[src/rtl/deflation_sched_pkg.sv]
// Shared types for the deflation scheduler: FSM states, component index width
// and the double-precision word type used by the surrounding datapath.
package deflation_sched_pkg;

  localparam int COMP_IDX_W = 4;

  typedef logic [COMP_IDX_W-1:0] comp_idx_t;
  typedef logic [63:0]           fp_double;

  typedef enum logic [2:0] {
    IDLE,
    PI_GO,
    PI_WAIT,
    STORE,
    UPD_HOLD,
    UPD_WAIT,
    COMMIT,
    FINISH
  } sched_state_t;

  // A zero or over-range request falls back to the build-time maximum.
  function automatic comp_idx_t clamp_count(input comp_idx_t req, input comp_idx_t max_c);
    return (req == '0 || req > max_c) ? max_c : req;
  endfunction

endpackage

[src/rtl/deflation_timer.sv]
// Loadable down-counter that saturates at zero; shared by the power-iteration
// timeout and the deflation hold interval.
module deflation_timer #(
  parameter int W = 8
) (
  input  logic         clk,
  input  logic         rst,
  input  logic         load,
  input  logic [W-1:0] load_val,
  input  logic         dec,
  output logic         zero
);

  logic [W-1:0] count;

  always_ff @(posedge clk or negedge rst) begin
    if (!rst) begin
      count <= '0;
    end else if (load) begin
      count <= load_val;
    end else if (dec && count != '0) begin
      count <= count - 1'b1;
    end
  end

  assign zero = (count == '0);

endmodule

[src/rtl/deflation_sched.sv]
// Sequences power iteration, eigenvector store and covariance deflation for
// up to NUM_COMP eigencomponents; every output is a flop.
module deflation_sched
  import deflation_sched_pkg::*;
#(
  parameter int NUM_COMP   = 4,
  parameter int UPD_LAT    = 6,
  parameter int PI_TIMEOUT = 4096
) (
  input  logic       clk,
  input  logic       rst,
  input  logic       start,
  input  logic [3:0] num_comp,
  output logic       busy,
  output logic       done,
  output logic       err,
  output logic [3:0] comp_idx,
  output logic       pi_start,
  input  logic       pi_valid,
  output logic       eig_we,
  output logic [3:0] eig_addr,
  output logic       cov_sel,
  output logic       upd_start,
  input  logic       upd_valid,
  output logic       cov_we
);

  localparam int TMR_MAX = (PI_TIMEOUT > UPD_LAT) ? PI_TIMEOUT : UPD_LAT;
  localparam int TMR_W   = $clog2(TMR_MAX + 1);

  localparam logic [TMR_W-1:0] PI_LOAD   = TMR_W'(PI_TIMEOUT - 1);
  localparam logic [TMR_W-1:0] HOLD_LOAD = TMR_W'(UPD_LAT - 1);
  localparam comp_idx_t        MAX_COMP  = comp_idx_t'(NUM_COMP);

  sched_state_t     state;
  comp_idx_t        n_eff;
  logic             tmr_load;
  logic             tmr_dec;
  logic [TMR_W-1:0] tmr_val;
  logic             tmr_zero;

  // Timer is reloaded on the way into each wait and counts down only inside it.
  always_comb begin
    tmr_load = 1'b0;
    tmr_dec  = 1'b0;
    tmr_val  = '0;
    case (state)
      PI_GO: begin
        tmr_load = 1'b1;
        tmr_val  = PI_LOAD;
      end
      STORE: begin
        tmr_load = 1'b1;
        tmr_val  = HOLD_LOAD;
      end
      PI_WAIT, UPD_HOLD: tmr_dec = 1'b1;
      default: ;
    endcase
  end

  deflation_timer #(
    .W (TMR_W)
  ) u_timer (
    .clk      (clk),
    .rst      (rst),
    .load     (tmr_load),
    .load_val (tmr_val),
    .dec      (tmr_dec),
    .zero     (tmr_zero)
  );

  always_ff @(posedge clk or negedge rst) begin
    if (!rst) begin
      state     <= IDLE;
      n_eff     <= '0;
      comp_idx  <= '0;
      cov_sel   <= 1'b0;
      busy      <= 1'b0;
      done      <= 1'b0;
      err       <= 1'b0;
      pi_start  <= 1'b0;
      eig_we    <= 1'b0;
      upd_start <= 1'b0;
      cov_we    <= 1'b0;
    end else begin
      case (state)
        IDLE: begin
          if (start) begin
            n_eff    <= clamp_count(num_comp, MAX_COMP);
            comp_idx <= '0;
            cov_sel  <= 1'b0;
            err      <= 1'b0;
            busy     <= 1'b1;
            pi_start <= 1'b1;
            state    <= PI_GO;
          end
        end
        PI_GO: begin
          pi_start <= 1'b0;
          state    <= PI_WAIT;
        end
        PI_WAIT: begin
          // A result arriving on the final timeout cycle still counts.
          if (pi_valid) begin
            eig_we <= 1'b1;
            state  <= STORE;
          end else if (tmr_zero) begin
            err   <= 1'b1;
            done  <= 1'b1;
            state <= FINISH;
          end
        end
        STORE: begin
          eig_we <= 1'b0;
          if (comp_idx == n_eff - 1'b1) begin
            done  <= 1'b1;
            state <= FINISH;
          end else begin
            upd_start <= 1'b1;
            state     <= UPD_HOLD;
          end
        end
        UPD_HOLD: begin
          if (tmr_zero) begin
            state <= UPD_WAIT;
          end
        end
        UPD_WAIT: begin
          if (upd_valid) begin
            upd_start <= 1'b0;
            cov_we    <= 1'b1;
            state     <= COMMIT;
          end
        end
        COMMIT: begin
          cov_we   <= 1'b0;
          cov_sel  <= 1'b1;
          comp_idx <= comp_idx + 1'b1;
          pi_start <= 1'b1;
          state    <= PI_GO;
        end
        FINISH: begin
          done  <= 1'b0;
          busy  <= 1'b0;
          state <= IDLE;
        end
        default: state <= IDLE;
      endcase
    end
  end

  assign eig_addr = comp_idx;

  a_idx_in_range: assert property (@(posedge clk) disable iff (!rst)
    busy |-> (comp_idx < n_eff));

  a_strobes_exclusive: assert property (@(posedge clk) disable iff (!rst)
    $onehot0({pi_start, eig_we, cov_we, done}));

endmodule

[config.mk]
export PLATFORM = sky130hd
export DESIGN_NAME = deflation_sched
export DESIGN_NICKNAME = d
export VERILOG_FILES = /design/src/rtl/deflation_sched_pkg.sv /design/src/rtl/deflation_timer.sv /design/src/rtl/deflation_sched.sv
export SDC_FILE = /design/constraint.sdc
export NUM_CORES = 1
export LEC_CHECK = 0
export ABC_AREA = 1
export CORE_UTILIZATION = 55
export CTS_CLUSTER_DIAMETER = 50
export CTS_CLUSTER_SIZE = 30
export DETAILED_ROUTE_END_ITERATION = 7
export HOLD_SLACK_MARGIN = 0.03
export PLACE_DENSITY = 0.79
export SYNTH_ARGS = -nofsm -noshare
export SYNTH_HDL_FRONTEND = slang
export SYNTH_SLANG_ARGS = --single-unit
[constraint.sdc]
create_clock -name clk -period 1.7 [get_ports clk]
set_input_delay 0.34 -clock clk [delete_from_list [all_inputs] [get_ports clk]]
set_output_delay 0.34 -clock clk [all_outputs]
set_load 0.03 [all_outputs]
==> impl_results.rst, run 1 <==
.. list-table::
   :header-rows: 1

   * - Metric
     - Value
   * - Maximum net fanout on the critical path
     - 3
   * - Via count of the first global-routing pass
     - 1,634
   * - Cell area after technology mapping
     - 1950 µm²
   * - Final critical delay including setup and external delays
     - 1610 ps
   * - Number of hold-slack violations in the final timing report
     - 0
   * - Number of clock buffers inserted by TritonCTS
     - 5
   * - Synthesized area per cell
     - 7.49 µm²
   * - Biggest area consumer among synthesized cells
     - sky130_fd_sc_hd__dfrtp_1
   * - Post-place instance area
     - 2220 µm²
   * - Layout overhead on the synthesized area
     - 17.5%
   * - Required time of the critical path
     - 1940 ps
   * - Area share of the largest cell type after synthesis
     - 41.1%
   * - Layout cells sized above 1
     - 12.1%
   * - Worst-Margin Slew
     - roughly 410 ps
   * - Number of buffers on the longest clock path
     - 2
   * - Die height
     - 61.5 µm
   * - Ranking of synthesized cells by area
     - sky130_fd_sc_hd__dfrtp_1, sky130_fd_sc_hd__nand2_1, sky130_fd_sc_hd__nand3_1, sky130_fd_sc_hd__inv_1, sky130_fd_sc_hd__nor2_1
   * - Slowest Stage Delay on Critical Path
     - ~400 ps
   * - Pre-Repair DR Iteration Count
     - 5
   * - Data arrival at the endpoint of the critical path
     - 1850 ps
   * - Final routed wire length divided by cell count
     - 12.2 µm
   * - Routed WL
     - 4100 µm
   * - GR Util All Layers
     - about a quarter
   * - Power density cells
     - 1870 nW/µm²
   * - Initial antenna violation count
     - 0
   * - Initial Utilization
     - between 50% and 60%
   * - Sum of buffers and inverters on the critical path
     - 2
   * - Kind of end point of the critical path
     - flop
   * - Period utilization
     - 94.8%
   * - Clock skew after layout
     - roughly 8.9 ps
   * - Hpwl dp
     - 2960 µm
   * - Count of inserted antenna diode cells
     - 0
   * - Final Wtd Congestion
     - 0.970
   * - Filler Cell Count
     - 327
   * - Setup Crit Path Kind
     - flop to flop
   * - Number of levels in the clock H-tree
     - 2
   * - Post-route worst setup slack
     - 87.9 ps
   * - Number of violations of the max-capacitance limit
     - 0
   * - Clock root buffer master
     - sky130_fd_sc_hd__clkbuf_4
   * - Core area
     - 3360 µm²
   * - Kind of cell with the highest combined delay on the critical path
     - simple AND/OR/NAND/NOR gates
   * - Register bit count reported by yosys
     - 32
   * - TritonCTS clock tree
     - yes
   * - IO Pins
     - 25
   * - Max-slew violation count
     - 0
   * - Register-to-register setup slack
     - just under 90 ps
   * - Worst slack after detailed placement
     - 80.7 ps
   * - Yosys cell types
     - 27
   * - Seq/Total Area, Yosys
     - between 40% and 50%
   * - Routed via count
     - 1,714
   * - Antenna-violating nets left
     - 0
   * - Largest voltage drop on the vdd net
     - 1.05 mV
   * - Clock transition at path regs
     - 100 ps
   * - Die X
     - 61.5 µm
   * - Core Rows
     - 21
   * - Total die area
     - 3780 µm²
   * - # port buffers
     - 24
   * - Vias/cell
     - 5.10
   * - Pin count of the biggest net entering global routing
     - 33
   * - Status
     - completed
   * - Max-slew headroom at the worst pin
     - between 70% and 80%
   * - Count of nets after finishing
     - 302
   * - Skew-Pair Late Insertion Delay
     - 330 ps
   * - Synth warn
     - 0
   * - Fmax
     - between 600 and 700 MHz
   * - Cell type with the highest occurrence count on the critical path
     - sky130_fd_sc_hd__nand2_1
   * - Global-route wire length before repair
     - 6820 µm
   * - Residual overflow from global routing
     - 0
   * - Pleak
     - 1.19 nW
   * - Number of nets in the synthesized netlist
     - 273
   * - Final Cell Area
     - between 2000 and 2500 µm²
   * - Post-layout total power
     - ~4.3 mW
   * - Starting DRC count in detailed routing
     - between 60 and 70
   * - Worst-path cell with the longest stage delay
     - sky130_fd_sc_hd__dfrtp_1
   * - Critical Path Source Type
     - flop
   * - Count of endpoints failing setup in the final report
     - 0
   * - Number of sinks handled by clock tree synthesis
     - 32
   * - DRC violation count after routing
     - 0
   * - Cells along the critical path
     - inv_1 -> ha_1 -> nand2_1 -> inv_1 -> nor2_1 -> nand2_1 -> nor2_2 -> nand2_1 -> nand2_2 -> nand3_1 -> nand2_1 -> nand2_1
   * - Hold Path Class
     - primary input to async pin
   * - Cell count after synthesis
     - 260
## worst reg2reg max path, stage by stage (launching register included)
cell and delay [ps]:
sky130_fd_sc_hd__dfrtp_1 400, sky130_fd_sc_hd__inv_1 80, sky130_fd_sc_hd__ha_1 310, sky130_fd_sc_hd__nand2_1 60, sky130_fd_sc_hd__inv_1 40, sky130_fd_sc_hd__nor2_1 70, sky130_fd_sc_hd__nand2_1 70, sky130_fd_sc_hd__nor2_2 130
sky130_fd_sc_hd__nand2_1 70, sky130_fd_sc_hd__nand2_2 90, sky130_fd_sc_hd__nand3_1 90, sky130_fd_sc_hd__nand2_1 70, sky130_fd_sc_hd__nand2_1 50
## synthesized netlist by cell type (all sizes together)
master	n
buf	8
nand3b	1
ha	4
nand4	3
o22ai	1
a21boi	2
nor2	37
dfrtp	32
xnor2	3
a21oi	12
xor2	6
nor3	4
o21ai	19
a31oi	1
o41ai	1
inv	35
nand2	64
nand3	27
## layout make-up
type	count	area, µm²	area share (%)
Multi-Input combinational cell	185	957	41.8
Sequential cell	32	801	35.0
Timing Repair Buffer	30	265	11.6
Inverter	35	131	5.74
Tap cell	46	57.6	2.52
Clock buffer	6	41.3	1.80
Clock inverter	2	35.0	1.53
## cell families (layout without fill, tap and decap cells)
logic type,after synthesis,count (layout),synth area share (%)
and+or+nand+nor,136,136,31.0
xor gates and xnor gates,9,9,4.05
AOI/OAI and AO/OA,36,36,11.2
adders and majority gates,4,4,2.57
buffers and inverters,43,73,10.1
DFF,32,32,41.1
## power breakdown
group / switching, mW / leakage, nW / internal (mW)
clock: 0.264 / 0.0422 / 0.308
combinational: 1.52 / 0.773 / 0.812
sequential: 0.293 / 0.371 / 1.08
total: 2.07 / 1.19 / 2.20
## layout by cell type (no fill, tap or decap), drive strengths merged, types with 2 or more instances in the layout
master         synthesis  routed
a21boi                 2       2
nor2                  37      37
nor3                   4       4
ha                     4       4
clkbuf                 0       6
dlygate4sd2            0      16
clkdlybuf4s50          0       8
xnor2                  3       3
a21oi                 12      12
xor2                   6       6
nand4                  3       3
nand2                 64      64
dfrtp                 32      32
buf                    8       6
nand3                 27      27
o21ai                 19      19
inv                   35      35
## registers in the layout (all words and copies together) (netlist names)
register,count
busy,1
comp_idx,4
cov_sel,1
cov_we,1
done,1
eig_we,1
err,1
n_eff,4
pi_start,1
state,3
u_timer.count,13
upd_start,1
## per-layer routing
metal / vias to the layer above / part of all wire, % / global-route usage, %
met5: - / 0 / 0
met4: 0 / 0.88 / 5.40
met3: 4 / 3.0 / 7.56
met2: 33 / 49 / 43.0
met1: 793 / 47 / 30.8
li1: 884 / - / -
## metrics by stage
stage	setup TNS, ps	std cells	util [%]	hold slack (ps)
CTS	0	335	67.6	399
global placement	0	327	65.9	458
finish	0	336	68.0	390
detailed placement	0	327	65.9	468
global route	-21.7	336	68.0	410
floorplan	0	260	-	44.4
## timing repair
| item | 4_1_cts | 5_1_grt |
|---|---|---|
| buffers inserted | 0 | 1 |
| resized for setup | 16 | 3 |
| hold buffers | 0 | 0 |
| endpoints found under the setup margin | 16 | 2 |
## worst paths after layout
check,start,endpoint,cells after the start
max reg2reg,n_eff[0]$_DFFE_PN0P_,done$_DFFE_PN0P_,12
min,rst,u_timer.count[3]$_DFFE_PN0P_,2
min in group clk,cov_we$_DFFE_PN0P_,cov_we$_DFFE_PN0P_,2
max,n_eff[0]$_DFFE_PN0P_,done$_DFFE_PN0P_,12
max in group asynchronous,rst,comp_idx[2]$_DFFE_PN0P_,2
min reg2reg,cov_we$_DFFE_PN0P_,cov_we$_DFFE_PN0P_,2
No activity file was read; power rests on OpenSTA's default activity.
==> inputs of run 2 (changes only) <==
CTS_CLUSTER_DIAMETER = 100   (was 50)
CTS_CLUSTER_SIZE = 10   (was 30)
RECOVER_POWER = 100   (was not set)
==> run 2 against run 1 <==
Hold slack improved by 97 ps. Sequential cell count unchanged. Combinational power about the same. Core utilization is 0.15 points lower. Cell area decreased by 0.22%. Sequential share of layout area up 0.077 points. Sequential power is essentially flat. Cell count is the same. Power down 0.32%. Non-clock buffer count is the same. Die area did not move. First-iteration DRC count did not move. Critical endpoint unchanged. Largest power group unchanged. Highest routed layer unchanged.
==> impl_results.rst, run 2 (synthesis results as in run 1) <==
.. list-table::
   :header-rows: 1

   * - Metric
     - Value
   * - Max-slew headroom at the worst pin
     - a little under half
   * - Number of buffers on the longest clock path
     - 2
   * - # port buffers
     - 24
   * - Max FFs per register
     - 13
   * - Die height
     - just over 60 µm
   * - Largest voltage drop on the vdd net
     - approximately 1.1 mV
   * - Critical Path Source Type
     - flop
   * - Slowest Stage Delay on Critical Path
     - approximately 400 ps
   * - Largest registers
     - u_timer.count: 13 flops, comp_idx: 4 flops, n_eff: 4 flops
   * - Pleak
     - 1.19 nW
   * - Routed WL
     - 4080 µm
   * - Total die area
     - 3780 µm²
   * - Initial antenna violation count
     - 0
   * - Data arrival at the endpoint of the critical path
     - 1850 ps
   * - Cells along the critical path
     - inv_1 -> ha_1 -> nand2_1 -> inv_1 -> nor2_1 -> nand2_1 -> nor2_2 -> nand2_1 -> nand2_2 -> nand3_1 -> nand2_1 -> nand2_1
   * - Commonest cells after routing, fill and taps aside
     - sky130_fd_sc_hd__nand2_1, sky130_fd_sc_hd__inv_1, sky130_fd_sc_hd__dfrtp_1
   * - Clock transition at path regs
     - ~100 ps
   * - Final routed wire length divided by cell count
     - 12.1 µm
   * - Post-route worst setup slack
     - 92.0 ps
   * - Clock skew after layout
     - around 9 ps
   * - Core Rows
     - 21
   * - Worst-path cell with the longest stage delay
     - sky130_fd_sc_hd__dfrtp_1
   * - Final Instance Count excl. Fillers
     - 336
   * - Pre-Repair DR Iteration Count
     - 4
   * - GR Util All Layers
     - 24.9%
   * - Layout cells sized above 1
     - 11.7%
   * - Hold Path Class
     - flop to flop
   * - Layout overhead on the synthesized area
     - 17.3%
   * - Hpwl dp
     - 2960 µm
   * - Die X
     - 61.5 µm
   * - Cell type with the highest occurrence count on the critical path
     - sky130_fd_sc_hd__nand2_1
   * - IO Pins
     - 25
   * - DRC violation count after routing
     - 0
   * - Total of hold buffers inserted after clock tree synthesis
     - 0
   * - Count of inserted antenna diode cells
     - 0
   * - Final critical delay including setup and external delays
     - 1610 ps
   * - Initial Utilization
     - just under 60%
   * - Number of hold-slack violations in the final timing report
     - 0
   * - Global-route wire length before repair
     - 6820 µm
   * - Status
     - completed
   * - Kind of end point of the critical path
     - flop
   * - Finished Core Util
     - 67.9%
   * - Power density cells
     - 1860 nW/µm²
   * - Number of sinks handled by clock tree synthesis
     - 32
   * - Period utilization
     - 94.6%
   * - Count of nets after finishing
     - a little over 300
   * - Pin count of the biggest net entering global routing
     - 33
   * - TritonCTS clock tree
     - yes
   * - Required time of the critical path
     - 1940 ps
   * - Vias/cell
     - 5.11
   * - Count of endpoints failing setup in the final report
     - 0
   * - Inst Count DP
     - around 330
   * - Residual overflow from global routing
     - 0
   * - Maximum net fanout on the critical path
     - 3
   * - Skew-Pair Late Insertion Delay
     - 340 ps
   * - Via count of the first global-routing pass
     - 1,634
   * - Antenna-violating nets left
     - 0
   * - Register with the most flip-flops
     - u_timer.count
   * - Core area
     - roughly 3400 µm²
   * - Number of violations of the max-capacitance limit
     - 0
   * - Max-slew violation count
     - 0
   * - Fmax
     - between 600 and 700 MHz
   * - Clock root buffer master
     - sky130_fd_sc_hd__clkbuf_4
   * - Routed via count
     - roughly 1,700
   * - Starting DRC count in detailed routing
     - 68
   * - Number of clock buffers inserted by TritonCTS
     - 5
   * - Worst-Margin Slew
     - 784 ps
   * - Worst slack after detailed placement
     - 80.7 ps
   * - Setup Crit Path Kind
     - flop to flop
   * - Most frequent standard cell in the layout excluding fill and tap cells
     - sky130_fd_sc_hd__nand2_1
   * - Number of levels in the clock H-tree
     - 2
   * - Final Wtd Congestion
     - 0.970
## run 2: where the power goes
part	switching, mW	leakage (nW)	internal (mW)
clock network	0.264	0.0422	0.308
registers	0.292	0.371	1.08
logic	1.51	0.773	0.809
total	2.06	1.19	2.20
## run 2: final timing paths
| path | to | slack, ps | cells past startpoint | start |
|---|---|---|---|---|
| max in group asynchronous | comp_idx[2]$_DFFE_PN0P_ | 590 | 2 | rst |
| worst min register to register | cov_we$_DFFE_PN0P_ | 490 | 2 | cov_we$_DFFE_PN0P_ |
| worst max-delay path | done$_DFFE_PN0P_ | 90 | 12 | n_eff[0]$_DFFE_PN0P_ |
| min in group asynchronous | u_timer.count[3]$_DFFE_PN0P_ | 600 | 2 | rst |
| worst max register to register | done$_DFFE_PN0P_ | 90 | 12 | n_eff[0]$_DFFE_PN0P_ |
| worst min-delay path | cov_we$_DFFE_PN0P_ | 490 | 2 | cov_we$_DFFE_PN0P_ |
## run 2: what timing repair did
action                     in CTS  in global routing
setup endpoints to repair      16                  2
buffers inserted                0                  1
gates cloned                    0                  0
resized for setup              16                  3
## run 2: critical path, delay by kind of cell, from the launching register on
family	cells	cell delay [ps]
simple gates	9	690
flops	1	400
fa+ha+maj	1	310
buf+inv	2	120
## run 2: per-layer routing
layer / routed length, µm / vias up / part of all wire, % / global-route usage [%]
met3: 147 / 4 / 3.6 / 7.56
met1: 1870 / 788 / 46 / 30.8
met5: 0 / - / 0 / 0
met4: 36 / 0 / 0.88 / 5.40
li1: - / 884 / - / -
met2: 2030 / 41 / 50 / 43.0
## run 2: area by class of cell
class / instances / area (µm²)
sequential: 32 / 801
tap: 46 / 57.6
multi-input combinational: 185 / 955
clock buffer: 6 / 41.3
timing repair buffer: 30 / 263
fill: 328 / 1080
inverter: 35 / 131
clock inverter: 2 / 35.0
## run 2: stage by stage
stage	hold slack, ps	area (µm²)	setup TNS (ps)	power [mW]
after floorplan	44.4	1950	0	3.21
after global placement	458	2220	0	3.72
after detailed placement	468	2220	0	3.78
after CTS	399	2270	0	4.27
after global routing	517	2280	-21.7	4.65
final	487	2280	0	4.26
==> RTL change: new RTL, settings of run 2 <==
Re-encode `sched_state_t` (8 states) as one-hot, 8 bits wide.
--- a/src/rtl/deflation_sched_pkg.sv
+++ b/src/rtl/deflation_sched_pkg.sv
@@ -7,15 +7,15 @@
   typedef logic [COMP_IDX_W-1:0] comp_idx_t;
   typedef logic [63:0]           fp_double;
 
-  typedef enum logic [2:0] {
-    IDLE,
-    PI_GO,
-    PI_WAIT,
-    STORE,
-    UPD_HOLD,
-    UPD_WAIT,
-    COMMIT,
-    FINISH
+  typedef enum logic [7:0] {
+    IDLE     = 8'b00000001,
+    PI_GO    = 8'b00000010,
+    PI_WAIT  = 8'b00000100,
+    STORE    = 8'b00001000,
+    UPD_HOLD = 8'b00010000,
+    UPD_WAIT = 8'b00100000,
+    COMMIT   = 8'b01000000,
+    FINISH   = 8'b10000000
   } sched_state_t;
 
   // A zero or over-range request falls back to the build-time maximum.
Behaviour: no difference found for any inputs over 10 cycles, from zero or initial values and one cycle with rst low; not proved beyond that.
==> RTL change against run 2 <==
Clock power is 10% higher. Cell area is 15% higher. Routed wire length is 13% higher. Count of clock-buffer cells in the layout is 2 higher. First-iteration DRC count is 24% higher. Worst setup slack worse by 0.058 ns. Critical path type is now flip-flop to output pin. Sequential cell count is 5 higher. Area after synthesis is 15% higher. Highest routed layer unchanged. Power is 2.1% lower.
==> RTL change: results (changes against run 2) <==
Cells and area
  – Net count, final: 342 (was 302)
  – Finished Layout Cells: 379 (was 336)
  – Share of cells above drive strength 1: 14.2% (was 11.7%)
  – Ant diodes: 0 (unchanged)
  – Fill cells: 311 (was 328)
  – Top flop regs: u_timer.count x13, state x8 (was u_timer.count x13, comp_idx x4, n_eff x4)

Worst hold path
  – Min-delay src: u_timer.count[1]$_DFFE_PN0P_ (was cov_we$_DFFE_PN0P_)
  – Worst Hold Class: flip-flop to flip-flop (unchanged)

GRT
  – Vias in the first global route: 1884 (was 1634)
  – First-pass GRT wire length: 8060 um (was 6820 um)
  – Tot GR Track Use: 24.7% (was 24.9%)
  – GR Layer Usage met2: 39.5% (was 43.0%)
  – Global Route met1 Usage: 33.4% (was 30.8%)
  – Pin count of the biggest net entering global routing: 17 (was 33)
  – Initial antenna violation count: 0 (unchanged)
  – Grt met3 use: 5.17% (was 7.56%)

Synth
  – Synth async-reset ratio: 100% (unchanged)
  – Netlist cell types: 32 (was 27)
  – Syn. warnings: 0 (unchanged)
  – Post-Syn Nets: 307 (was 273)
  – Post-synthesis sequential area ratio: 41.4% (was 41.1%)
  – Synth area leaders: dfrtp_1 40%, nand2_1 14%, nand3_1 6.7% (was dfrtp_1 41%, nand2_1 11%, nand3_1 6.9%)
  – Synth Area per Inst: 7.60 um2 (was 7.49 um2)
  – Synth top cells by count: 85 x nand2_1, 38 x inv_1, 36 x dfrtp_1, 30 x nand3_1, 29 x nor2_1 (was 59 x nand2_1, 32 x dfrtp_1, 32 x inv_1, 31 x nor2_1, 27 x nand3_1)

CTS
  – CTS H-tree depth: 2 (unchanged)
  – Root Driver: clkbuf_8 (was clkbuf_4)
  – CTS buffer count: 5 (unchanged)
  – Setup Fix Bufs, Post-CTS: 0 (unchanged)
  – Clock Tree Buf Depth: 2 (unchanged)
  – Clk_lat worst skew: 0.29 ns (was 0.34 ns)
  – Clock-pin slew on the worst setup and hold paths: 0.07 ns (was 0.10 ns)

Detailed routing
  – Vias per Instance: 5.09 (was 5.11)
  – Initial DRT Pass Iterations: 4 (unchanged)
  – Final WL: 4620 um (was 4080 um)
  – Detailed Route Iter0 Violations: 84 (was 68)

Placement
  – PortBufs: 24 (unchanged)
  – Dpl hpwl: 3520 um (was 2960 um)
  – Placed insts: 370 (was 327)
  – GP Congestion: 0.913 (was 0.970)

Critical path
  – Worst setup path startpoint: busy$_DFFE_PN0P_ (was n_eff[0]$_DFFE_PN0P_)
  – CP max FO: 2 (was 3)
  – CP top delay family: buffers and inverters (was simple AND/OR/NAND/NOR gates)
  – CP Data Arrival Time: 1.33 ns (was 1.85 ns)
  – Slowest cell on crit path: clkdlybuf4s50_1 (was dfrtp_1)
  – RR Startpoint: n_eff[0]$_DFFE_PN0P_ (unchanged)
  – Crit path largest cell delay: 0.68 ns (was 0.40 ns)

Timing
  – Worst slew margin: 45.5% (was 47.7%)
  – Setup clock skew after layout: 0.0114 ns (was 0.00909 ns)

Power
  – Leak: 1.37 nW (was 1.19 nW)
  – VDD IR-drop max: 0.865 mV (was 1.05 mV)

Outcome
  – Run status: finished clean (unchanged)
[RTL change: kinds of logic after synthesis]
kind of cell / count (synthesis) / share of synthesized area (%)
AO/OA/AOI/OAI: 31 / 8.32
AND/OR/NAND/NOR: 168 / 36.2
XOR/XNOR: 7 / 2.73
adder cells (fa/ha/maj): 3 / 1.67
flip-flops: 37 / 41.4
buffers and inverters: 49 / 9.71
[RTL change: metrics by stage]
step	hold slack (ns)	area [um2]	util (%)	worst slack, ns	power, W
floorplan	0.0444	2240	-	0.166	0.00303
global placement	0.266	2550	67.7	0.105	0.00349
detailed placement	0.263	2550	67.7	0.0856	0.00353
CTS	0.483	2650	70.1	0.00167	0.00418
global route	0.527	2630	69.8	0.000277	0.00456
finish	0.484	2630	69.8	0.0345	0.00417
[RTL change: where the power goes]
group	internal, W	switching, W	leakage (nW)	total [W]
Combinational	0.000776	0.00136	0.863	0.00214
Sequential	0.00116	0.000241	0.465	0.00140
Clock	0.000331	0.000301	0.0455	0.000631
Total	0.00227	0.00190	1.37	0.00417
[RTL change: final timing paths]
kind | endpoint | slack [ns] | cells past startpoint
min reg2reg | u_timer.count[1]$_DFFE_PN0P_ | 0.48 | 2
max in group asynchronous | u_timer.count[12]$_DFFE_PN0P_ | 0.28 | 3
max | busy | 0.03 | 1
max reg2reg | done$_DFFE_PN0P_ | 0.13 | 11
min | u_timer.count[1]$_DFFE_PN0P_ | 0.48 | 2
min in group asynchronous | comp_idx[3]$_DFFE_PN0P_ | 0.65 | 2
[RTL change: timing repair]
| action | 4_1_cts | 5_1_grt |
|---|---|---|
| setup endpoints to repair | 6 | 10 |
| gates resized for setup | 6 | 11 |
| hold endpoints to repair | 14 | 0 |
| hold buffers | 1 | 0 |
| pin swaps | 0 | 0 |
[RTL change: cell type report]
class | instances | area, um2 | share of cell area [%]
clock buffers | 8 | 90.1 | 3.42
well taps | 48 | 60.1 | 2.28
repair buffers | 33 | 263 | 9.98
flip-flops and latches | 37 | 927 | 35.2
inverters | 44 | 173 | 6.56
multi-input cells | 209 | 1120 | 42.5
[RTL change: layer usage]
| metal | vias up | part of all wire (%) |
|---|---|---|
| li1 | 1001 | - |
| met1 | 888 | 48 |
| met2 | 34 | 47 |
| met3 | 7 | 3.6 |
| met4 | 0 | 1.3 |
| met5 | - | 0 |
